[config.mk]
export PLATFORM = sky130hd
export DESIGN_NAME = rx_block_sync_flat
export DESIGN_NICKNAME = d
export VERILOG_FILES = /design/src/rtl/rx_block_sync_if.sv /design/src/rtl/rx_block_sync.sv /design/src/flat_wrapper.sv
export SDC_FILE = /design/constraint.sdc
export NUM_CORES = 1
export LEC_CHECK = 0
export ABC_AREA = 1
export CORE_MARGIN = 2
export CORE_UTILIZATION = 57
export DETAILED_ROUTE_END_ITERATION = 6
export PLACE_DENSITY = 0.8
export SYNTH_ARGS = -nofsm -noshare
export SYNTH_HDL_FRONTEND = slang
export SYNTH_SLANG_ARGS = --single-unit
[constraint.sdc]
create_clock -name i_clk -period 2.03 [get_ports i_clk]
set_input_delay 0.3045 -clock i_clk [delete_from_list [all_inputs] [get_ports i_clk]]
set_output_delay 0.3045 -clock i_clk [all_outputs]
set_load 0.01 [all_outputs]
[src/rtl/rx_block_sync_if.sv]
// Gearbox-to-block-sync link: sync header with its qualifier in one direction,
// block lock and the bit-slip request in the other.
interface rx_block_sync_if #(
  parameter int HDR_WIDTH = 2
);
  logic [HDR_WIDTH-1:0] i_rx_hdr;
  logic                 i_rx_hdr_valid;
  logic                 o_block_lock;
  logic                 o_slip;

  modport master (
    output i_rx_hdr,
    output i_rx_hdr_valid,
    input  o_block_lock,
    input  o_slip
  );

  modport slave (
    input  i_rx_hdr,
    input  i_rx_hdr_valid,
    output o_block_lock,
    output o_slip
  );
endinterface

[src/rtl/rx_block_sync.sv]
// 64b/66b block-lock state machine: counts good and bad sync headers per window,
// then either declares lock or asks the gearbox to slip one bit and re-test.
module rx_block_sync #(
  parameter int HDR_WIDTH      = 2,
  parameter int SH_CNT_MAX     = 64,
  parameter int SH_INVALID_MAX = 16,
  parameter int SLIP_WAIT      = 8
) (
  input  logic            i_clk,
  input  logic            i_reset_n,
  rx_block_sync_if.slave  rx
);

  localparam int CNT_W  = $clog2(SH_CNT_MAX + 1);
  localparam int INV_W  = $clog2(SH_INVALID_MAX + 1);
  localparam int WAIT_W = $clog2(SLIP_WAIT + 1);

  typedef enum logic [1:0] {
    ST_COUNT,
    ST_SLIP,
    ST_WAIT
  } state_t;

  state_t            state, state_n;
  logic [CNT_W-1:0]  sh_cnt, sh_cnt_n, sh_cnt_inc;
  logic [INV_W-1:0]  sh_inv_cnt, sh_inv_cnt_n, sh_inv_cnt_inc;
  logic [WAIT_W-1:0] wait_cnt, wait_cnt_n;
  logic              block_lock, block_lock_n;
  logic              slip, slip_n;
  logic              hdr_ok;

  always_ff @(posedge i_clk) begin
    if (!i_reset_n) begin
      state      <= ST_COUNT;
      sh_cnt     <= '0;
      sh_inv_cnt <= '0;
      wait_cnt   <= '0;
      block_lock <= 1'b0;
      slip       <= 1'b0;
    end else begin
      state      <= state_n;
      sh_cnt     <= sh_cnt_n;
      sh_inv_cnt <= sh_inv_cnt_n;
      wait_cnt   <= wait_cnt_n;
      block_lock <= block_lock_n;
      slip       <= slip_n;
    end
  end

  always_comb begin
    state_n        = state;
    sh_cnt_n       = sh_cnt;
    sh_inv_cnt_n   = sh_inv_cnt;
    wait_cnt_n     = wait_cnt;
    block_lock_n   = block_lock;
    slip_n         = 1'b0;
    hdr_ok         = (rx.i_rx_hdr == HDR_WIDTH'(1)) || (rx.i_rx_hdr == HDR_WIDTH'(2));
    sh_cnt_inc     = sh_cnt + CNT_W'(1);
    sh_inv_cnt_inc = sh_inv_cnt + INV_W'(!hdr_ok);

    case (state)
      ST_COUNT: begin
        if (rx.i_rx_hdr_valid) begin
          sh_cnt_n     = sh_cnt_inc;
          sh_inv_cnt_n = sh_inv_cnt_inc;
          if (!block_lock) begin
            if (!hdr_ok) begin
              state_n      = ST_SLIP;
              slip_n       = 1'b1;
              sh_cnt_n     = '0;
              sh_inv_cnt_n = '0;
            end else if (sh_cnt_inc == CNT_W'(SH_CNT_MAX)) begin
              block_lock_n = 1'b1;
              sh_cnt_n     = '0;
              sh_inv_cnt_n = '0;
            end
          end else begin
            // Loss of lock is checked first so it wins on the last header of a window.
            if (!hdr_ok && (sh_inv_cnt_inc == INV_W'(SH_INVALID_MAX))) begin
              block_lock_n = 1'b0;
              state_n      = ST_SLIP;
              slip_n       = 1'b1;
              sh_cnt_n     = '0;
              sh_inv_cnt_n = '0;
            end else if (sh_cnt_inc == CNT_W'(SH_CNT_MAX)) begin
              sh_cnt_n     = '0;
              sh_inv_cnt_n = '0;
            end
          end
        end
      end

      ST_SLIP: begin
        state_n    = ST_WAIT;
        wait_cnt_n = '0;
      end

      ST_WAIT: begin
        if (wait_cnt == WAIT_W'(SLIP_WAIT - 1)) begin
          state_n    = ST_COUNT;
          wait_cnt_n = '0;
        end else begin
          wait_cnt_n = wait_cnt + WAIT_W'(1);
        end
      end

      default: begin
        state_n = ST_COUNT;
      end
    endcase
  end

  assign rx.o_block_lock = block_lock;
  assign rx.o_slip       = slip;

endmodule

[src/flat_wrapper.sv]
// flat-port wrapper written by rule: the top's interface ports become plain ports
module rx_block_sync_flat 
#(
  parameter int HDR_WIDTH      = 2,
  parameter int SH_CNT_MAX     = 64,
  parameter int SH_INVALID_MAX = 16,
  parameter int SLIP_WAIT      = 8
)
  (i_clk, i_reset_n, rx_i_rx_hdr, rx_i_rx_hdr_valid, rx_o_block_lock, rx_o_slip);
  rx_block_sync_if #(.HDR_WIDTH(HDR_WIDTH)) rx_i ();
  input  logic i_clk;
  input  logic i_reset_n;
  input wire logic [$bits(rx_i.i_rx_hdr)-1:0] rx_i_rx_hdr;
  input wire logic [$bits(rx_i.i_rx_hdr_valid)-1:0] rx_i_rx_hdr_valid;
  output wire logic [$bits(rx_i.o_block_lock)-1:0] rx_o_block_lock;
  output wire logic [$bits(rx_i.o_slip)-1:0] rx_o_slip;
  assign rx_i.i_rx_hdr = rx_i_rx_hdr;
  assign rx_i.i_rx_hdr_valid = rx_i_rx_hdr_valid;
  assign rx_o_block_lock = rx_i.o_block_lock;
  assign rx_o_slip = rx_i.o_slip;
  rx_block_sync #(.HDR_WIDTH(HDR_WIDTH), .SH_CNT_MAX(SH_CNT_MAX), .SH_INVALID_MAX(SH_INVALID_MAX), .SLIP_WAIT(SLIP_WAIT)) u_core (.i_clk(i_clk), .i_reset_n(i_reset_n), .rx(rx_i));
endmodule
==> results of run 1 <==
[cell usage in the layout (no fill, tap or decap), types with 2 or more instances in the layout]
| master | count |
|---|---|
| inv_1 | 20 |
| nand2_1 | 20 |
| dfxtp_1 | 20 |
| nor2_1 | 18 |
| nand3_1 | 13 |
| a21oi_1 | 11 |
| buf_4 | 11 |
| o21ai_0 | 7 |
| nand2_2 | 6 |
| ha_1 | 5 |
| clkdlybuf4s50_1 | 5 |
| nand4_1 | 4 |
| nor3_1 | 4 |
| xor2_1 | 3 |
| inv_2 | 3 |
| nor2_2 | 3 |
| nand2_4 | 3 |
| clkbuf_4 | 3 |
| nand3_2 | 2 |
| nand3b_1 | 2 |
| a211oi_1 | 2 |
| nor4_1 | 2 |
| ha_4 | 2 |
[Yosys cell counts]
cell type	instances	area share, %
nand4_1	4	2.1
xor2_1	3	2.3
nand3_1	13	5.6
o21ai_0	7	3.0
inv_2	2	0.64
nand2_2	3	1.6
or2_1	1	0.54
nand2_4	3	2.9
inv_1	21	6.8
xor2_2	1	1.4
nor4_1	2	1.1
nand3_2	2	1.7
nor2_2	2	1.1
a21oi_2	1	0.75
nor3_1	4	1.7
nor2_4	1	0.96
a211oi_1	2	1.3
ha_1	7	7.5
o21bai_2	1	0.96
nand3b_1	2	1.3
nand3_4	1	1.5
nand2_1	23	7.4
a21oi_1	11	4.7
dfxtp_1	20	34
buf_2	2	0.86
nor2_1	19	6.1
[report_power, final]
part           switching (mW)  leakage, nW  internal, mW
clock network           0.125       0.0279         0.200
registers              0.0720        0.164         0.466
logic                   0.284        0.425         0.206
total                   0.481        0.617         0.871
[area by class of cell]
type	instances	area (um2)
multi-input combinational	113	706
fill	144	518
sequential	20	400
timing repair buffer	17	145
inverter	23	86.3
tap	27	33.8
clock inverter	1	30.0
clock buffer	3	22.5
[routing by layer]
metal  part of all wire [%]  wire (um)  global-route usage (%)
met1                     46       1140                    26.3
met2                     51       1250                    38.5
met3                    1.8         45                    2.76
met4                   0.86         21                    7.14
met5                      0          0                       0
[path summary, 6_finish.rpt]
kind / start / end / slack [ns]
min: u_core.sh_inv_cnt[0]$_SDFFE_PN0P_ / u_core.sh_inv_cnt[0]$_SDFFE_PN0P_ / 0.52
max reg2reg: u_core.sh_cnt[0]$_SDFFE_PN0P_ / u_core.sh_cnt[6]$_SDFFE_PN0P_ / 0.44
max: rx_i_rx_hdr[0] / u_core.sh_cnt[6]$_SDFFE_PN0P_ / 0.08
min reg2reg: u_core.sh_inv_cnt[0]$_SDFFE_PN0P_ / u_core.sh_inv_cnt[0]$_SDFFE_PN0P_ / 0.52
[sequential cells by signal, summed over array words and instances (netlist names)]
signal                  flops
u_core.wait_cnt             4
u_core.sh_inv_cnt           5
u_core.sh_cnt               7
u_core.state                2
u_core.rx.o_block_lock      1
u_core.rx.o_slip            1
[kinds of logic after synthesis]
| logic type | count (synthesis) |
|---|---|
| buffers and inverters | 25 |
| and+or+nand+nor | 80 |
| DFF | 20 |
| adders and majority gates | 7 |
| xor gates and xnor gates | 4 |
| AOI/OAI and AO/OA | 22 |
[worst max-delay path, cell delays in order]
cell	delay, ns
clkdlybuf4s50_1	0.47
xor2_1	0.18
inv_1	0.10
ha_4	0.18
ha_4	0.17
nand3_1	0.10
nand2_1	0.08
nand2_2	0.08
nand3_2	0.09
nand2_4	0.09
nand2_2	0.12
nand3b_1	0.12
a21oi_1	0.07
[through the flow]
stage / power (mW) / worst slack (ns) / area [um2] / std cells / utilization, %
finish: 1.35 / 0.0776 / 1420 / 204 / 73.3
global route: 1.44 / -0.0207 / 1420 / 204 / 73.3
CTS: 1.34 / 0.000126 / 1380 / 203 / 71.0
detailed placement: 1.01 / -0.364 / 1310 / 197 / 67.5
global placement: 0.976 / -0.296 / 1310 / 197 / 67.5
floorplan: 0.868 / 0.183 / 1170 / 158 / -
[what timing repair did]
| item | in CTS | in global routing |
|---|---|---|
| setup buffers | 2 | 1 |
| pin swaps | 3 | 6 |
| hold buffers | 0 | 0 |
| endpoints found under the setup margin | 7 | 16 |
| gates resized for setup | 0 | 9 |
| endpoints found under the hold margin | 0 | 0 |
==> impl_metrics.csv, run 1 <==
group,metric,value,unit
status,status,"completed",
synthesis,synth_compound_area_share,10.7,%
sta,period_share,96.2,%
synthesis,synth_top_family_by_area,"simple AND/OR/NAND/NOR gates",
sta,tns,0,ns
detailed_routing,drtAntennaViolNets,0,
sta,period_minus_slack,1.95,ns
layout,drive_gt1_share,22.0,%
sta,slew_violations,0,
die,pin_count,7,
synthesis,synth_fa_ha_area_share,7.50,%
global_route,grt_usage,21.5,%
cts,tritoncts,"yes",
setup_path,crit_fanout,7,
sta,hold_ws,0.516,ns
synthesis,ys_seq_elements,20,
detailed_routing,drc_errors,0,
power_and_ir_drop,p_per_area,950,mW/mm2
die,floorplan.initialDensity,60.1,%
power_and_ir_drop,p_leak,0.617,nW
synthesis,muxShareOfSynthArea,0,%
synthesis,ys_seq_area_share,34.3,%
die,core.rowCount,16,
sta,tightest_slew,0.264,ns
sta,clock_skew,0.00527,ns
layout,antenna_cells,0,
cts,clock_path_buffers,2,
placed_design,post-dp-hpwl,1.81,mm
sta,finalHoldViolCount,0,
detailed_routing,drtIter0Drc,31,
die,die_area,0.00243,mm2
synthesis,avgSynthCellArea,7.39,um2
sta,setup_viol,0,
flow_run,drv_cap,0,
detailed_routing,wl_per_cell,12.0,um
synthesis,synthCells,158,
sta,relSlewSlack,82.3,%
setup_path,start_kind,"input port",
cts,cts_sinks,20,
global_route,grt_max_degree,13,
synthesis,synth_cell_types,26,
synthesis,synth_nets,170,
setup_path,cp.required,2.23,ns
die,die_h,49.3,um
synthesis,synth_warnings,0,
detailed_routing,wl,2.46,mm
setup_path,endpoint_kind,"flop",
setup_path,critical_path_class,"input port to flop",
die,core_area,0.00194,mm2
placed_design,port_buffers,6,
global_route,grt_pass1_vias,1010,
layout,fin_nets,190,
global_route,globalRouteOverflowTotal,0,
sta,clock.fmax,512,MHz
detailed_routing,vias,1075,
cts,clk_latency,0.31,ns
min_path,hold_path_depth,2,
detailed_routing,drt_first_pass_iters,4,
synthesis,syn-cell-area,0.00117,mm2
power_and_ir_drop,ir_drop,0.937,mV
synthesis,synthSimpleGateAreaFrac,35.6,%
cts,cts-htree-levels,1,
cts,cts.clk_slew.worst_paths,0.11,ns
die,die_x,49.3,um
cts,root_buffer,"clkbuf_4",
min_path,hold_class,"flop to flop",
setup_path,reg2reg_depth,10,
global_route,antenna_found_initial,0,
global_route,grt_pass1_wl,4.09,mm
setup_path,worstPathArrival,2.15,ns
cts,cts_buffers,3,
detailed_routing,routed_via_density,5.27,
synthesis,synth_xor_area_share,3.64,%
placed_design,gp_congestion,0.841,
layout,area_growth,22.0,%
(Power assumes the default switching activity.)
==> run 2, diff against run 1 <==
--- a/config.mk
+++ b/config.mk
@@ -9,6 +9,7 @@
 export CORE_MARGIN = 2
 export CORE_UTILIZATION = 57
 export DETAILED_ROUTE_END_ITERATION = 6
+export GPL_TIMING_DRIVEN = 1
 export PLACE_DENSITY = 0.8
 export SYNTH_ARGS = -nofsm -noshare
 export SYNTH_HDL_FRONTEND = slang
==> results of run 2 <==
No change in the layout: final DEF, timing and power equal those of run 1.
